File: src/rtl/anim_pkg.sv
// Shared constants for the split/clean/paste animation path.
// The state encoding is also used by the memory address generator.
package anim_pkg;

    typedef logic [1:0] anim_state_t;

    localparam anim_state_t IDLE  = 2'b00;
    localparam anim_state_t SPLIT = 2'b01;
    localparam anim_state_t CLEAN = 2'b10;
    localparam anim_state_t PASTE = 2'b11;

    localparam int DEFAULT_MAX_OFFSET = 160;

endpackage

File: src/rtl/anim_sequencer_if.sv
// Event inputs and animation status outputs between the front end,
// the sequencer and the address generator.
interface anim_sequencer_if #(
    parameter int OFS_W = 9
);
    logic             shift_pulse;
    logic             split_pulse;
    logic             vsync_start;
    logic [1:0]       state;
    logic [OFS_W-1:0] offset;
    logic             busy;
    logic             done;

    modport master (
        output shift_pulse, split_pulse, vsync_start,
        input  state, offset, busy, done
    );

    modport slave (
        input  shift_pulse, split_pulse, vsync_start,
        output state, offset, busy, done
    );
endinterface

File: src/rtl/frame_tick_gen.sv
// Divides vsync_start pulses by FRAME_DIV to produce animation step ticks.
// clr restarts the count so every state gets a full FRAME_DIV vsyncs.
module frame_tick_gen #(
    parameter int FRAME_DIV = 2
) (
    input  logic clk,
    input  logic rst,
    input  logic clr,
    input  logic vsync_start,
    output logic tick
);
    localparam int CNT_W = (FRAME_DIV > 1) ? $clog2(FRAME_DIV) : 1;
    localparam logic [CNT_W-1:0] LAST = CNT_W'(FRAME_DIV - 1);

    logic [CNT_W-1:0] cnt_q;

    assign tick = vsync_start && (cnt_q == LAST);

    always_ff @(posedge clk) begin
        if (rst || clr) begin
            cnt_q <= '0;
        end else if (vsync_start) begin
            cnt_q <= tick ? '0 : cnt_q + 1'b1;
        end
    end
endmodule

File: src/rtl/anim_sequencer.sv
// Frame-synchronous split/clean/paste sequencer; offset only moves on vsync ticks.
//   state | meaning
//   IDLE  | waiting for shift/split request, offset held
//   SPLIT | opening (dir=0) or closing (dir=1) the split
//   CLEAN | opening towards MAX_OFFSET before the paste
//   PASTE | closing back to 0, then done
module anim_sequencer
    import anim_pkg::*;
#(
    parameter int FRAME_DIV  = 2,
    parameter int STEP       = 4,
    parameter int MAX_OFFSET = DEFAULT_MAX_OFFSET,
    parameter int OFS_W      = 9
) (
    input logic            clk,
    input logic            rst,
    anim_sequencer_if.slave bus
);
    localparam int W = OFS_W + 1;
    localparam logic [W-1:0]     MAX_W   = W'(MAX_OFFSET);
    localparam logic [W-1:0]     STEP_W  = W'(STEP);
    localparam logic [OFS_W-1:0] MAX_OFS = OFS_W'(MAX_OFFSET);

    anim_state_t      state_q, state_d;
    logic [OFS_W-1:0] offset_q, offset_d;
    logic             dir_q, dir_d;
    logic             done_q;
    logic             tick;
    logic             clr;

    logic [W-1:0]     ofs_ext, sum_w, diff_w;
    logic [OFS_W-1:0] inc_ofs, dec_ofs;

    frame_tick_gen #(
        .FRAME_DIV (FRAME_DIV)
    ) u_tick (
        .clk         (clk),
        .rst         (rst),
        .clr         (clr),
        .vsync_start (bus.vsync_start),
        .tick        (tick)
    );

    // One extra bit keeps both directions from wrapping; diff_w MSB flags a borrow.
    assign ofs_ext = {1'b0, offset_q};
    assign sum_w   = ofs_ext + STEP_W;
    assign diff_w  = ofs_ext - STEP_W;
    assign inc_ofs = (sum_w > MAX_W) ? MAX_OFS : sum_w[OFS_W-1:0];
    assign dec_ofs = diff_w[W-1] ? '0 : diff_w[OFS_W-1:0];

    always_comb begin
        state_d  = state_q;
        offset_d = offset_q;
        dir_d    = dir_q;
        case (state_q)
            IDLE: begin
                if (bus.shift_pulse) begin
                    state_d = CLEAN;
                end else if (bus.split_pulse) begin
                    state_d = SPLIT;
                    dir_d   = (offset_q == MAX_OFS);
                end
            end
            SPLIT: begin
                if (tick) begin
                    if (!dir_q) begin
                        offset_d = inc_ofs;
                        if (inc_ofs == MAX_OFS) state_d = IDLE;
                    end else begin
                        offset_d = dec_ofs;
                        if (dec_ofs == '0) state_d = IDLE;
                    end
                end
            end
            CLEAN: begin
                if (tick) begin
                    offset_d = inc_ofs;
                    if (inc_ofs == MAX_OFS) state_d = PASTE;
                end
            end
            PASTE: begin
                if (tick) begin
                    offset_d = dec_ofs;
                    if (dec_ofs == '0) state_d = IDLE;
                end
            end
            default: state_d = IDLE;
        endcase
    end

    // Any state change restarts the frame count.
    assign clr = (state_d != state_q);

    always_ff @(posedge clk) begin
        if (rst) begin
            state_q  <= IDLE;
            offset_q <= '0;
            dir_q    <= 1'b0;
            done_q   <= 1'b0;
        end else begin
            state_q  <= state_d;
            offset_q <= offset_d;
            dir_q    <= dir_d;
            done_q   <= (state_d == IDLE) && (state_q != IDLE);
        end
    end

    assign bus.state  = state_q;
    assign bus.offset = offset_q;
    assign bus.busy   = (state_q != IDLE);
    assign bus.done   = done_q;
endmodule

File: src/flat_wrapper.sv
// flat-port wrapper written by rule: the top's interface ports become plain ports
module anim_sequencer_flat import anim_pkg::*;
#(
    parameter int FRAME_DIV  = 2,
    parameter int STEP       = 4,
    parameter int MAX_OFFSET = DEFAULT_MAX_OFFSET,
    parameter int OFS_W      = 9
)
  (clk, rst, bus_shift_pulse, bus_split_pulse, bus_vsync_start, bus_state, bus_offset, bus_busy, bus_done);
  anim_sequencer_if #(.OFS_W(OFS_W)) bus_i ();
  input logic clk;
  input logic rst;
  input wire logic [$bits(bus_i.shift_pulse)-1:0] bus_shift_pulse;
  input wire logic [$bits(bus_i.split_pulse)-1:0] bus_split_pulse;
  input wire logic [$bits(bus_i.vsync_start)-1:0] bus_vsync_start;
  output wire logic [$bits(bus_i.state)-1:0] bus_state;
  output wire logic [$bits(bus_i.offset)-1:0] bus_offset;
  output wire logic [$bits(bus_i.busy)-1:0] bus_busy;
  output wire logic [$bits(bus_i.done)-1:0] bus_done;
  assign bus_i.shift_pulse = bus_shift_pulse;
  assign bus_i.split_pulse = bus_split_pulse;
  assign bus_i.vsync_start = bus_vsync_start;
  assign bus_state = bus_i.state;
  assign bus_offset = bus_i.offset;
  assign bus_busy = bus_i.busy;
  assign bus_done = bus_i.done;
  anim_sequencer #(.FRAME_DIV(FRAME_DIV), .STEP(STEP), .MAX_OFFSET(MAX_OFFSET), .OFS_W(OFS_W)) u_core (.clk(clk), .rst(rst), .bus(bus_i));
endmodule
File: config.mk
export PLATFORM = sky130hd
export DESIGN_NAME = anim_sequencer_flat
export DESIGN_NICKNAME = d
export VERILOG_FILES = /design/src/rtl/anim_pkg.sv /design/src/rtl/anim_sequencer_if.sv /design/src/rtl/frame_tick_gen.sv /design/src/rtl/anim_sequencer.sv /design/src/flat_wrapper.sv
export SDC_FILE = /design/constraint.sdc
export NUM_CORES = 1
export LEC_CHECK = 0
export CELL_PAD_IN_SITES_DETAIL_PLACEMENT = 0
export CELL_PAD_IN_SITES_GLOBAL_PLACEMENT = 2
export CORE_MARGIN = 2
export CORE_UTILIZATION = 31
export CTS_CLUSTER_SIZE = 12
export DETAILED_ROUTE_END_ITERATION = 8
export PLACE_DENSITY = 0.76
export SLEW_MARGIN = 5
export SYNTH_ARGS = -nofsm -noshare
export SYNTH_HDL_FRONTEND = slang
export SYNTH_SLANG_ARGS = --single-unit
File: constraint.sdc
create_clock -name clk -period 2.17 [get_ports clk]
set_input_delay 0.5425 -clock clk [delete_from_list [all_inputs] [get_ports clk]]
set_output_delay 0.5425 -clock clk [all_outputs]
set_load 0.02 [all_outputs]
==> flow_summary_export.csv, run 1 <==
group,metric,value,unit
cts,clock_sink_count,14,
sta,setup_violations,0,
die,die_w,65.24,µm
synthesis,synthesis.nets,155,
power_and_ir_drop,powerDensity,429.8,mW/mm²
sta,finalCriticalPeriod,2062,ps
cts,clkTransAtPathRegs,60,ps
critical_path,cp_cell_sequence,"clkdlybuf4s50_1",
cts,postCtsSetupBuffers,0,
place,io_buffers,17,
cts,cts_inserted_buffers,3,
sta,grt_setup_unrepaired,"false",
routing,drc,0,
critical_path,reg2regPathDepth,6,
die,floorplan.initialDensity,31.99,%
sta,finalCritPeriodShare,95.01,%
critical_path,crit_slowest_cell,"clkdlybuf4s50_1",
sta,holdWs,530.9,ps
global_route,antenna_found_initial,0,
status,status,"finished, final reports clean",
global_route,grt_max_degree,14,
cts,cts_buffer_depth,2,
die,ioPinCount,18,
place,hpwlAfterDp,2.773,mm
critical_path,cp.depth,1,
routing,wl_per_cell,16.31,µm
global_route,grtUsageTotal,18.21,%
critical_path,cp_num_buf_inv,1,
synthesis,synth.distinct_cells,54,
critical_path,cp_data_arrival_time,1520,ps
global_route,grt_first_pass_wirelength,5.982,mm
die,die-area,0.004256,mm²
critical_path,worstSetupEndpointType,"primary output",
worst_hold_path,worstHoldPathType,"flop to flop",
power_and_ir_drop,static-leakage-power,0.5327,nW
synthesis,syn_area,0.001162,mm²
final_layout,antenna_cells,0,
routing,dr.pass1.iters,7,
sta,finalClockSkew,1.605,ps
cts,htree_levels,1,
sta,tightest_slew,576.5,ps
routing,vias,1239,
final_layout,layout-drive-gt1-share,19.77,%
routing,via_per_inst,5.632,
worst_hold_path,whs_path_depth,2,
cts,clock_tree.root_cell,"clkbuf_8",
run,maxCapViolations,0,
die,die_y,65.24,µm
synthesis,ys_seq_area_share,24.11,%
sta,hold_viol,0,
die,coreArea,0.003633,mm²
die,row_count,22,
critical_path,cp-start-kind,"flop",
synthesis,synth-edff-count,0,
sta,tns,0,ps
synthesis,synth_ff_type,"dfxtp_1",
synthesis,async_flop_share,0,%
critical_path,max_stage_delay,690,ps
final_layout,final-seq-area,282.8,µm²
routing,drt_iter0_drc,55,
place,routabilityCongestion,0.8224,
power_and_ir_drop,irDropWorstVdd,0.1921,mV
final_layout,finalNetCount,183,
cts,clkLatencyLatePin,250,ps
final_layout,multiInputGateArea,807.0,µm²
critical_path,critPathKind,"flop to primary output",
routing,detail-route-antenna-nets,0,
synthesis,synth_area_per_cell,7.961,µm²
sta,maxSlewViolCount,0,
routing,routed_wirelength,3.589,mm
global_route,grt_pass1_vias,1249,
final_layout,nFillCells,380,
synthesis,syn_inst,146,
synthesis,ys_warn_count,0,
critical_path,worst-path-max-fanout,13,
cts,cts_tree,"yes",
final_layout,syn_to_final_growth,29.71,%
global_route,grt-ovfl-total,0,
sta,slew_headroom,61.39,%
critical_path,critPathTopFamily,"buffers and inverters",
sta,fmax,0.4851,GHz
synthesis,synth_seq_cells,14,
critical_path,worst_ep_required_time,1630,ps
[final cells by class]
class / instances / share of cell area (%)
inverter: 5 / 1.245
sequential: 14 / 18.76
clock buffer: 3 / 2.739
tap: 48 / 3.983
multi-input combinational: 116 / 53.53
timing repair buffer: 34 / 19.75
[layer usage]
layer	GRT usage (%)	routed length, µm	vias up
li1	-	-	604
met1	21.15	1581	590
met2	30.61	1718	35
met3	4.966	190	10
met4	9.115	99	0
met5	0	0	-
[cells in the final DEF (no fill, tap or decap), types with 4 or more instances in the layout]
cell type         n
ha_1              4
a21oi_1          12
inv_1             5
nor2_1           18
buf_4            17
dfxtp_1          12
clkdlybuf4s50_1  17
nand2_1           8
o211ai_1          5
o21ai_0           4
[kinds of logic after synthesis]
group,Yosys count,synth area share (%)
adder cells (fa/ha/maj),4,4.306
multiplexers,5,4.521
flip-flops,14,24.11
XOR/XNOR,4,3.015
buffers and inverters,16,6.782
AO/OA/AOI/OAI,46,29.17
AND/OR/NAND/NOR,57,28.10
[worst reg2reg max path, delay by kind of cell, from the launching register on]
kind / cells / cell delay (ps)
simple gates: 1 / 720
compound gates: 4 / 700
flops: 1 / 350
buf+inv: 1 / 170
[stage by stage]
stage / instance area [µm²] / total power [mW] / std cells / utilization [%] / setup WS (ps)
final: 1508 / 0.6480 / 220 / 41.49 / 108.4
after CTS: 1504 / 0.6517 / 220 / 41.39 / 106.3
after global placement: 1463 / 0.4285 / 217 / 40.25 / 129.3
after floorplan: 1165 / 0.3694 / 146 / - / 96.46
after global routing: 1508 / 0.6788 / 220 / 41.49 / 3.042
after detailed placement: 1463 / 0.4292 / 217 / 40.25 / 60.43
[where the power goes]
group | leakage [nW] | internal, mW | switching [mW]
sequential | 0.115 | 0.265 | 0.0137
combinational | 0.397 | 0.0714 | 0.0745
clock | 0.0216 | 0.123 | 0.101
[timing repair]
| item | 4_1_cts | 5_1_grt |
|---|---|---|
| gates resized for setup | 0 | 1 |
| endpoints found under the setup margin | 0 | 2 |
| endpoints found under the hold margin | 0 | 0 |
| hold buffers | 0 | 0 |
[synthesized netlist by cell type, drive strengths merged, types with 2 or more instances]
| cell | n | area (µm²) |
|---|---|---|
| nor3b | 2 | 20.02 |
| mux2i | 3 | 30.03 |
| o31a | 3 | 27.53 |
| o21a | 2 | 15.01 |
| nand4b | 2 | 17.52 |
| o21ai | 7 | 35.03 |
| a221oi | 2 | 17.52 |
| a22oi | 3 | 22.52 |
| nor2b | 2 | 12.51 |
| nor3 | 3 | 15.01 |
| nand2 | 9 | 36.29 |
| buf | 3 | 30.03 |
| and3 | 2 | 12.51 |
| ha | 4 | 50.05 |
| mux2 | 2 | 22.52 |
| nand3 | 3 | 15.01 |
| inv | 5 | 18.77 |
| nand2b | 2 | 12.51 |
| nand4 | 3 | 18.77 |
| o211ai | 5 | 37.54 |
| a21oi | 12 | 60.06 |
| xnor2 | 3 | 26.28 |
| or4 | 2 | 20.02 |
| or2 | 2 | 12.52 |
| o2111ai | 2 | 17.52 |
| dfxtp | 14 | 280.3 |
| nor2 | 18 | 67.56 |
| clkbuf | 8 | 30.03 |
[path summary, 6_finish.rpt]
path,from,slack [ps],endpoint
hold reg to reg,u_core.dir_q,530,u_core.dir_q
setup / recovery,u_core.bus.offset[8],110,bus_offset[8]
setup reg to reg,u_core.bus.offset[2],120,u_core.bus.state[0]
hold / removal,u_core.dir_q,530,u_core.dir_q
[state kept, by name (all words and copies together), names as in the netlist]
name and cells:
u_core.bus.done 1, u_core.bus.offset 9, u_core.bus.state 2, u_core.dir_q 1, u_core.u_tick.cnt_q 1
No activity file was read; power rests on OpenSTA's default activity.
==> run 2: changes to the inputs <==
- CORE_UTILIZATION: 31 -> 30
- PLACE_DENSITY: 0.76 -> 0.73
==> run 2 against run 1 <==
Against the previous run: non-clock buffer count fell by 2; clock power rose by 23%; clock skew grew 3.4 ps; critical path depth unchanged; combinational power shrank 3%; sequential share of layout area is 0.20 points higher; global-route usage fell by 0.32 points; cell count down 0.45%; register-to-register slack better by 30 ps; hold slack worse by 12 ps; critical endpoint unchanged.
==> flow_summary_export.csv, run 2 (same netlist as run 1, synthesis figures left out) <==
group,metric,value,unit
global_route,grt_first_pass_wirelength,5.885,mm
sta,slew_headroom,72.25,%
sta,finalCritPeriodShare,94.73,%
routing,detail-route-antenna-nets,0,
final_layout,final_cell_mix,"nor2_1 (18), clkdlybuf4s50_1 (17), buf_4 (15)",
place,routabilityCongestion,0.7749,
die,floorplan.initialDensity,31.51,%
final_layout,finalNetCount,181,
global_route,grt-ovfl-total,0,
critical_path,worst-path-max-fanout,13,
sta,maxSlewViolCount,0,
cts,cts_buffer_depth,2,
global_route,antenna_found_initial,0,
critical_path,max_stage_delay,680,ps
final_layout,final_common_cell,"nor2_1",
die,coreArea,0.003689,mm²
cts,htree_levels,1,
critical_path,cp_cell_sequence,"clkdlybuf4s50_1",
sta,finalCriticalPeriod,2056,ps
final_layout,antenna_cells,0,
critical_path,crit_slowest_cell,"clkdlybuf4s50_1",
routing,drt_iter0_drc,62,
routing,via_per_inst,5.680,
cts,cts_tree,"yes",
critical_path,cp_num_buf_inv,1,
critical_path,worstSetupEndpointType,"primary output",
run,maxCapViolations,0,
routing,wl_per_cell,16.08,µm
sta,grt_setup_unrepaired,"false",
global_route,grtUsageTotal,17.89,%
global_route,grt_pass1_vias,1190,
die,die_w,66.25,µm
cts,clkLatencyLatePin,250,ps
place,io_buffers,17,
critical_path,cp_data_arrival_time,1510,ps
cts,clock_sink_count,14,
cts,clkTransAtPathRegs,70,ps
die,ioPinCount,18,
routing,dr.pass1.iters,6,
final_layout,syn_to_final_growth,29.49,%
final_layout,largest_reg_flops,9,
sta,finalClockSkew,4.989,ps
sta,tightest_slew,412.5,ps
final_layout,layout-drive-gt1-share,19.88,%
sta,hold_viol,0,
critical_path,critPathTopFamily,"buffers and inverters",
power_and_ir_drop,static-leakage-power,0.5284,nW
place,hpwlAfterDp,2.597,mm
status,status,"finished, final reports clean",
cts,cts_hold_buf,0,
critical_path,cp-start-kind,"flop",
power_and_ir_drop,powerDensity,462.6,mW/mm²
die,die_y,66.25,µm
routing,drc,0,
sta,tns,0,ps
sta,setup_violations,0,
global_route,grt_max_degree,16,
die,row_count,22,
sta,setup_ws,114.4,ps
die,die-area,0.004388,mm²
cts,cts_inserted_buffers,3,
critical_path,worst_ep_required_time,1630,ps
cts,clock_tree.root_cell,"clkbuf_8",
routing,vias,1244,
power_and_ir_drop,irDropWorstVdd,0.1955,mV
critical_path,critPathKind,"flop to primary output",
worst_hold_path,worstHoldPathType,"flop to flop",
sta,fmax,0.4865,GHz
routing,routed_wirelength,3.521,mm
place,place_ws,82.66,ps
## run 2: area by class of cell
class	instances	area (µm²)
clock buffer	4	55.05
fill	395	2183
inverter	5	18.77
multi-input combinational	116	803.3
sequential	14	285.3
tap	48	60.06
timing repair buffer	32	282.8
## run 2: worst reg2reg max path: stages, from the launching register on
cell and delay (ps):
dfxtp_2 350, ha_1 240, and3_1 250, or4b_4 550, nand2_2 160, o211ai_1 120, a221oi_1 260
## run 2: worst paths after layout
check | startpoint | end | slack, ps | depth (start not counted)
max | u_core.bus.offset[8] | bus_offset[8] | 110 | 1
min | u_core.bus.offset[0] | u_core.bus.offset[0] | 520 | 2
max reg2reg | u_core.bus.offset[2] | u_core.bus.offset[3] | 150 | 6
min reg2reg | u_core.bus.offset[0] | u_core.bus.offset[0] | 520 | 2
## run 2: stage by stage
stage               instance area (µm²)  std cells  utilization, %  power (mW)  hold slack, ps
CTS                                1503        219           40.74      0.7037           519.4
global placement                   1448        215           39.25      0.4243           501.1
floorplan                          1165        146               -      0.3694           486.2
global route                       1505        219           40.81      0.7285           559.5
finish                             1505        219           40.81      0.6963           518.4
detailed placement                 1448        215           39.25      0.4242           506.2
## run 2: metal layers
metal  wire (µm)  track usage, %
met1        1679           23.75
met2        1564           28.25
met3         164           2.555
met4         112           8.418
met5           0               0
## run 2: timing repair
item / in CTS / in global routing
buffers inserted: 0 / 0
endpoints found under the setup margin: 0 / 1
resized for setup: 0 / 2
## run 2: report_power, final
part / total (mW) / switching, mW / leakage (nW) / internal [mW]
registers: 0.279 / 0.0139 / 0.115 / 0.265
clock network: 0.276 / 0.115 / 0.0288 / 0.161
logic: 0.141 / 0.0727 / 0.385 / 0.0684
total: 0.696 / 0.201 / 0.528 / 0.495
==> run 3: changes to the inputs <==
- CORE_MARGIN: 2 -> not set
==> run 3 against run 2 <==
Against the previous run: register-to-register slack got worse by 50 ps; critical path type is now flop to flop; combinational power barely moved; sequential share of layout area up 0.11 points; non-clock buffer count fell by 1; clock skew down 1.7 ps; die area fell by 5.9%.
==> flow_summary_export.csv, run 3 (same netlist as run 1, synthesis figures left out) <==
group,metric,value,unit
final_layout,syn_to_final_growth,29.28,%
critical_path,cp_num_buf_inv,0,
power_and_ir_drop,clkPwrFrac,38.8,%
routing,routed_wirelength,3.549,mm
final_layout,finalNetCount,180,
power_and_ir_drop,p_seq_share,40.8,%
global_route,grt-ovfl-total,0,
die,die_w,64.25,µm
sta,setup_violations,0,
sta,finalCritPeriodShare,95.61,%
cts,clock_sink_count,14,
place,routabilityCongestion,0.7740,
place,dp_cells,214,
die,die-area,0.004127,mm²
global_route,grtUsageTotal,18.98,%
critical_path,crit_slowest_cell,"or4b_4",
place,io_buffers,17,
power_and_ir_drop,p_comb_share,20.4,%
power_and_ir_drop,static-leakage-power,0.5252,nW
power_and_ir_drop,switching_share,27.99,%
cts,htree_levels,1,
critical_path,cp_cell_sequence,"ha_1 > and3_1 > or4b_4 > nand2_2 > o211ai_1 > a221oi_1",
power_and_ir_drop,intPower,0.4950,mW
die,row_count,22,
global_route,antenna_found_initial,0,
critical_path,worstSetupEndpointType,"flop",
power_and_ir_drop,switchingPower,0.1924,mW
cts,cts_tree,"yes",
cts,postCtsSetupBuffers,0,
power_and_ir_drop,irDropWorstVdd,0.2449,mV
sta,tightest_slew,422.5,ps
cts,cts_buffer_depth,2,
final_layout,antenna_cells,0,
sta,slew_headroom,71.83,%
sta,fmax,0.4820,GHz
critical_path,cp-start-kind,"flop",
global_route,top_usage_layer,"met2",
routing,drc,0,
final_layout,final_common_cell,"nor2_1",
die,ioPinCount,18,
sta,tns,0,ps
routing,wl_per_cell,16.28,µm
final_layout,layout.cells.non_filler,218,
die,coreArea,0.003689,mm²
cts,clkLatencyLatePin,250,ps
place,hpwlAfterDp,2.666,mm
routing,dr.pass1.iters,4,
critical_path,cp_data_arrival_time,2220,ps
final_layout,layout-drive-gt1-share,20.59,%
power_and_ir_drop,powerDensity,457.4,mW/mm²
critical_path,critPathKind,"flop to flop",
global_route,grt_max_degree,16,
global_route,gr-usage-met1,24.62,%
routing,drt_iter0_drc,37,
worst_hold_path,worstHoldPathType,"flop to flop",
final_layout,largest_reg_flops,9,
global_route,grt_use_met2,30.92,%
critical_path,max_stage_delay,550,ps
final_layout,final_cell_mix,"nor2_1 (18), clkdlybuf4s50_1 (17), buf_4 (14)",
status,status,"finished, final reports clean",
die,die_y,64.25,µm
sta,finalClockSkew,3.260,ps
run,maxCapViolations,0,
routing,via_per_inst,5.518,
sta,finalCriticalPeriod,2075,ps
cts,clkTransAtPathRegs,60,ps
critical_path,worst-path-max-fanout,6,
global_route,met3_usage,3.214,%
critical_path,worst_ep_required_time,2310,ps
sta,maxSlewViolCount,0,
power_and_ir_drop,p_total,0.6874,mW
die,floorplan.initialDensity,31.51,%
global_route,grt_pass1_vias,1233,
cts,clock_tree.root_cell,"clkbuf_8",
routing,vias,1203,
critical_path,critPathTopFamily,"simple AND/OR/NAND/NOR gates",
cts,cts_inserted_buffers,3,
sta,grt_setup_unrepaired,"false",
routing,detail-route-antenna-nets,0,
sta,hold_viol,0,
global_route,grt_first_pass_wirelength,5.982,mm
## run 3: path summary, 6_finish.rpt
path | startpoint | to | slack, ps | cells after the start
worst min register to register | u_core.bus.offset[1] | u_core.bus.offset[1] | 510 | 2
worst max-delay path | u_core.bus.offset[2] | u_core.bus.offset[3] | 100 | 6
worst max register to register | u_core.bus.offset[2] | u_core.bus.offset[3] | 100 | 6
worst min-delay path | u_core.bus.offset[1] | u_core.bus.offset[1] | 510 | 2
## run 3: layout make-up
type	instances	area, µm²
repair buffers	31	275.3
inverters	5	18.77
flip-flops and latches	14	286.5
fillers	414	2186
multi-input cells	116	807.0
well taps	48	60.06
clock buffers	4	55.05
## run 3: through the flow
step / hold WS, ps / worst slack (ps) / area (µm²) / utilization [%]
after floorplan: 486.2 / 96.46 / 1165 / -
after global placement: 496.5 / 111.9 / 1440 / 39.04
after detailed placement: 505.3 / 78.74 / 1440 / 39.04
after CTS: 516.2 / 56.74 / 1495 / 40.54
after global routing: 560.7 / 12.47 / 1503 / 40.74
final: 509.6 / 95.35 / 1503 / 40.74
## run 3: power groups by stage
stage	Clock [mW]	Sequential, mW	Combinational (mW)
after global placement	0	0.284	0.139
final	0.267	0.280	0.141
after global routing	0.293	0.282	0.154
after CTS	0.278	0.279	0.140
after detailed placement	0	0.285	0.139
after floorplan	0	0.284	0.0855
## run 3: what timing repair did
action | CTS | global route
resized for setup | 0 | 5
hold endpoints to repair | 0 | 0
hold buffers | 0 | 0
setup endpoints to repair | 0 | 7
## run 3: worst reg2reg max path, stage by stage, from the launching register on
cell and delay, ps:
dfxtp_2 350, ha_1 250, and3_1 260, or4b_4 550
nand2_2 170, o211ai_1 120, a221oi_1 260
## run 3: layer usage
layer / part of all wire (%) / routed length, µm
met4: 1.2 / 43
met3: 4.6 / 165
met1: 48 / 1694
met2: 46 / 1646
met5: 0 / 0
==> edit: new RTL, flow settings as in run 2 <==
`FRAME_DIV` is set to 2 in 3 places; all go to 1.
--- a/src/rtl/frame_tick_gen.sv
+++ b/src/rtl/frame_tick_gen.sv
@@ -2,5 +2,5 @@
 // clr restarts the count so every state gets a full FRAME_DIV vsyncs.
 module frame_tick_gen #(
-    parameter int FRAME_DIV = 2
+    parameter int FRAME_DIV = 1
 ) (
     input  logic clk,
--- a/src/rtl/anim_sequencer.sv
+++ b/src/rtl/anim_sequencer.sv
@@ -8,5 +8,5 @@
     import anim_pkg::*;
 #(
-    parameter int FRAME_DIV  = 2,
+    parameter int FRAME_DIV  = 1,
     parameter int STEP       = 4,
     parameter int MAX_OFFSET = DEFAULT_MAX_OFFSET,
--- a/src/flat_wrapper.sv
+++ b/src/flat_wrapper.sv
@@ -2,5 +2,5 @@
 module anim_sequencer_flat import anim_pkg::*;
 #(
-    parameter int FRAME_DIV  = 2,
+    parameter int FRAME_DIV  = 1,
     parameter int STEP       = 4,
     parameter int MAX_OFFSET = DEFAULT_MAX_OFFSET,
Formal check against the unedited RTL: not equivalent (Yosys sat finds a counterexample within 4 cycles, from zero or initial values and one cycle with rst high).
==> edit against run 2 <==
  * Synthesized area rose by 4.8%
  * Design area rose by 5.9%
  * Power rose by 20%
  * Die area rose by 4.5%
  * Non-clock buffer count rose by 6
  * Sequential cell count did not move
  * Wire length rose by 1.4%
  * Core utilization fell by 0.38 points
  * Worst setup slack got worse by 0.023 ns
==> edit: results (changes against run 2) <==
| Metric | Value |
|---|---|
| Vias per inst | `5.544 (was 5.680)` |
| Area share of fa/ha/maj cells after synthesis | `4.107% (was 4.306%)` |
| Post-DP Area | `1530 µm² (was 1448 µm²)` |
| Critical Path AT | `2.23 ns (was 1.51 ns)` |
| Post-placement cell count | `237 (was 215)` |
| Met3 wire length | `257 µm (was 164 µm)` |
| Peak VDD IR | `0.3665 mV (was 0.1955 mV)` |
| Biggest cell delay along the critical path | `0.44 ns (was 0.68 ns)` |
| WL final | `3.571 mm (was 3.521 mm)` |
| Psw | `0.0002813 W (was 0.0002013 W)` |
| Yosys cell types | `49 (was 54)` |
| Clk pwr | `0.000264 W (was 0.000276 W)` |
| Share of layout cells above drive strength 1 | `20.94% (was 19.88%)` |
| Via count | `1336 (was 1244)` |
| Fin Clk Skew | `0.004350 ns (was 0.004989 ns)` |
| Post-synth top cells | `nor2_1 (18), dfxtp_1 (14), a21oi_1 (13) (was nor2_1 (18), dfxtp_1 (14), a21oi_1 (12))` |
| Fillcell total | `402 (was 395)` |
| Largest delay share family, worst path | `compound AO/OA/AOI/OAI gates (was buffers and inverters)` |
| Lkg Pwr | `0.5946 nW (was 0.5284 nW)` |
| Outcome | `finished, final reports clean (unchanged)` |
| Nets | `201 (was 181)` |
| Syn Inst Count | `162 (was 146)` |
| Register area share after synthesis | `23.00% (was 24.11%)` |
| Syn_nets | `171 (was 155)` |
| Global-route wire length before repair | `5.892 mm (was 5.885 mm)` |
| CP max stage cell | `or4_4 (was clkdlybuf4s50_1)` |
| Setup WS pre-CTS | `0.03909 ns (was 0.08266 ns)` |
| Complex-gate fraction of the synthesized area | `27.72% (was 29.17%)` |
| DRT iter0 DRCs | `80 (was 62)` |
| Final Util | `40.43% (was 40.81%)` |
| DR WL met2 | `1.624 mm (was 1.564 mm)` |
| Mux cell area share after synthesis | `1.745% (was 4.521%)` |
| GP Congestion | `0.8526 (was 0.7749)` |
| Clock share of power | `31.7% (was 39.6%)` |
| Vias in the first global route | `1178 (was 1190)` |
| GR Util All Layers | `17.45% (was 17.89%)` |
| Worst-margin pin slew | `0.5200 ns (was 0.4125 ns)` |
| Area contributors post-synth | `dfxtp_1 (23%), nor2_1 (5.5%), a21oi_1 (5.3%) (was dfxtp_1 (24%), nor2_1 (5.8%), a21oi_1 (5.2%))` |
-- edit: cell count changes after synthesis, moves of 4 or more --
cell,delta
nor3b_1,+4
o21ai_0,+4
buf_2,+6
clkbuf_1,-5
nor3_1,+4
nand3_1,+5
-- edit: routing by layer --
metal  GRT usage (%)  vias up
li1                -      661
met1           24.28      609
met2           26.35       56
met3           4.167       10
met4           5.357        0
met5               0        -
-- edit: final cells by class --
class	instances	share of cell area (%)
clock buffers	4	3.454
inverters	7	1.648
multi-input cells	128	52.75
flip-flops and latches	14	17.66
well taps	50	3.925
repair buffers	38	20.57
-- edit: kinds of logic (layout without fill, tap and decap cells) --
logic type / Yosys count / count (layout)
AND/OR/NAND/NOR: 72 / 72
adder cells (fa/ha/maj): 4 / 4
flip-flops: 14 / 14
multiplexers: 2 / 2
XOR/XNOR: 4 / 4
buffers and inverters: 20 / 49
AO/OA/AOI/OAI: 46 / 46
-- edit: what timing repair did --
action	4_1_cts	5_1_grt
hold buffers	0	0
buffers inserted	0	0
gates resized for setup	0	3
setup endpoints to repair	0	8
-- edit: worst paths after layout --
| kind | cells after the start | slack (ns) | end | start |
|---|---|---|---|---|
| worst min-delay path | 1 | 0.48 | u_core.u_tick.cnt_q$_SDFFE_PP0P_ | u_core.u_tick.cnt_q$_SDFFE_PP0P_ |
| worst max register to register | 8 | 0.09 | u_core.bus.offset[7]$_SDFFE_PP0P_ | u_core.bus.offset[2]$_SDFFE_PP0P_ |
| worst max-delay path | 8 | 0.09 | u_core.bus.offset[7]$_SDFFE_PP0P_ | u_core.bus.offset[2]$_SDFFE_PP0P_ |
| worst min register to register | 1 | 0.48 | u_core.u_tick.cnt_q$_SDFFE_PP0P_ | u_core.u_tick.cnt_q$_SDFFE_PP0P_ |
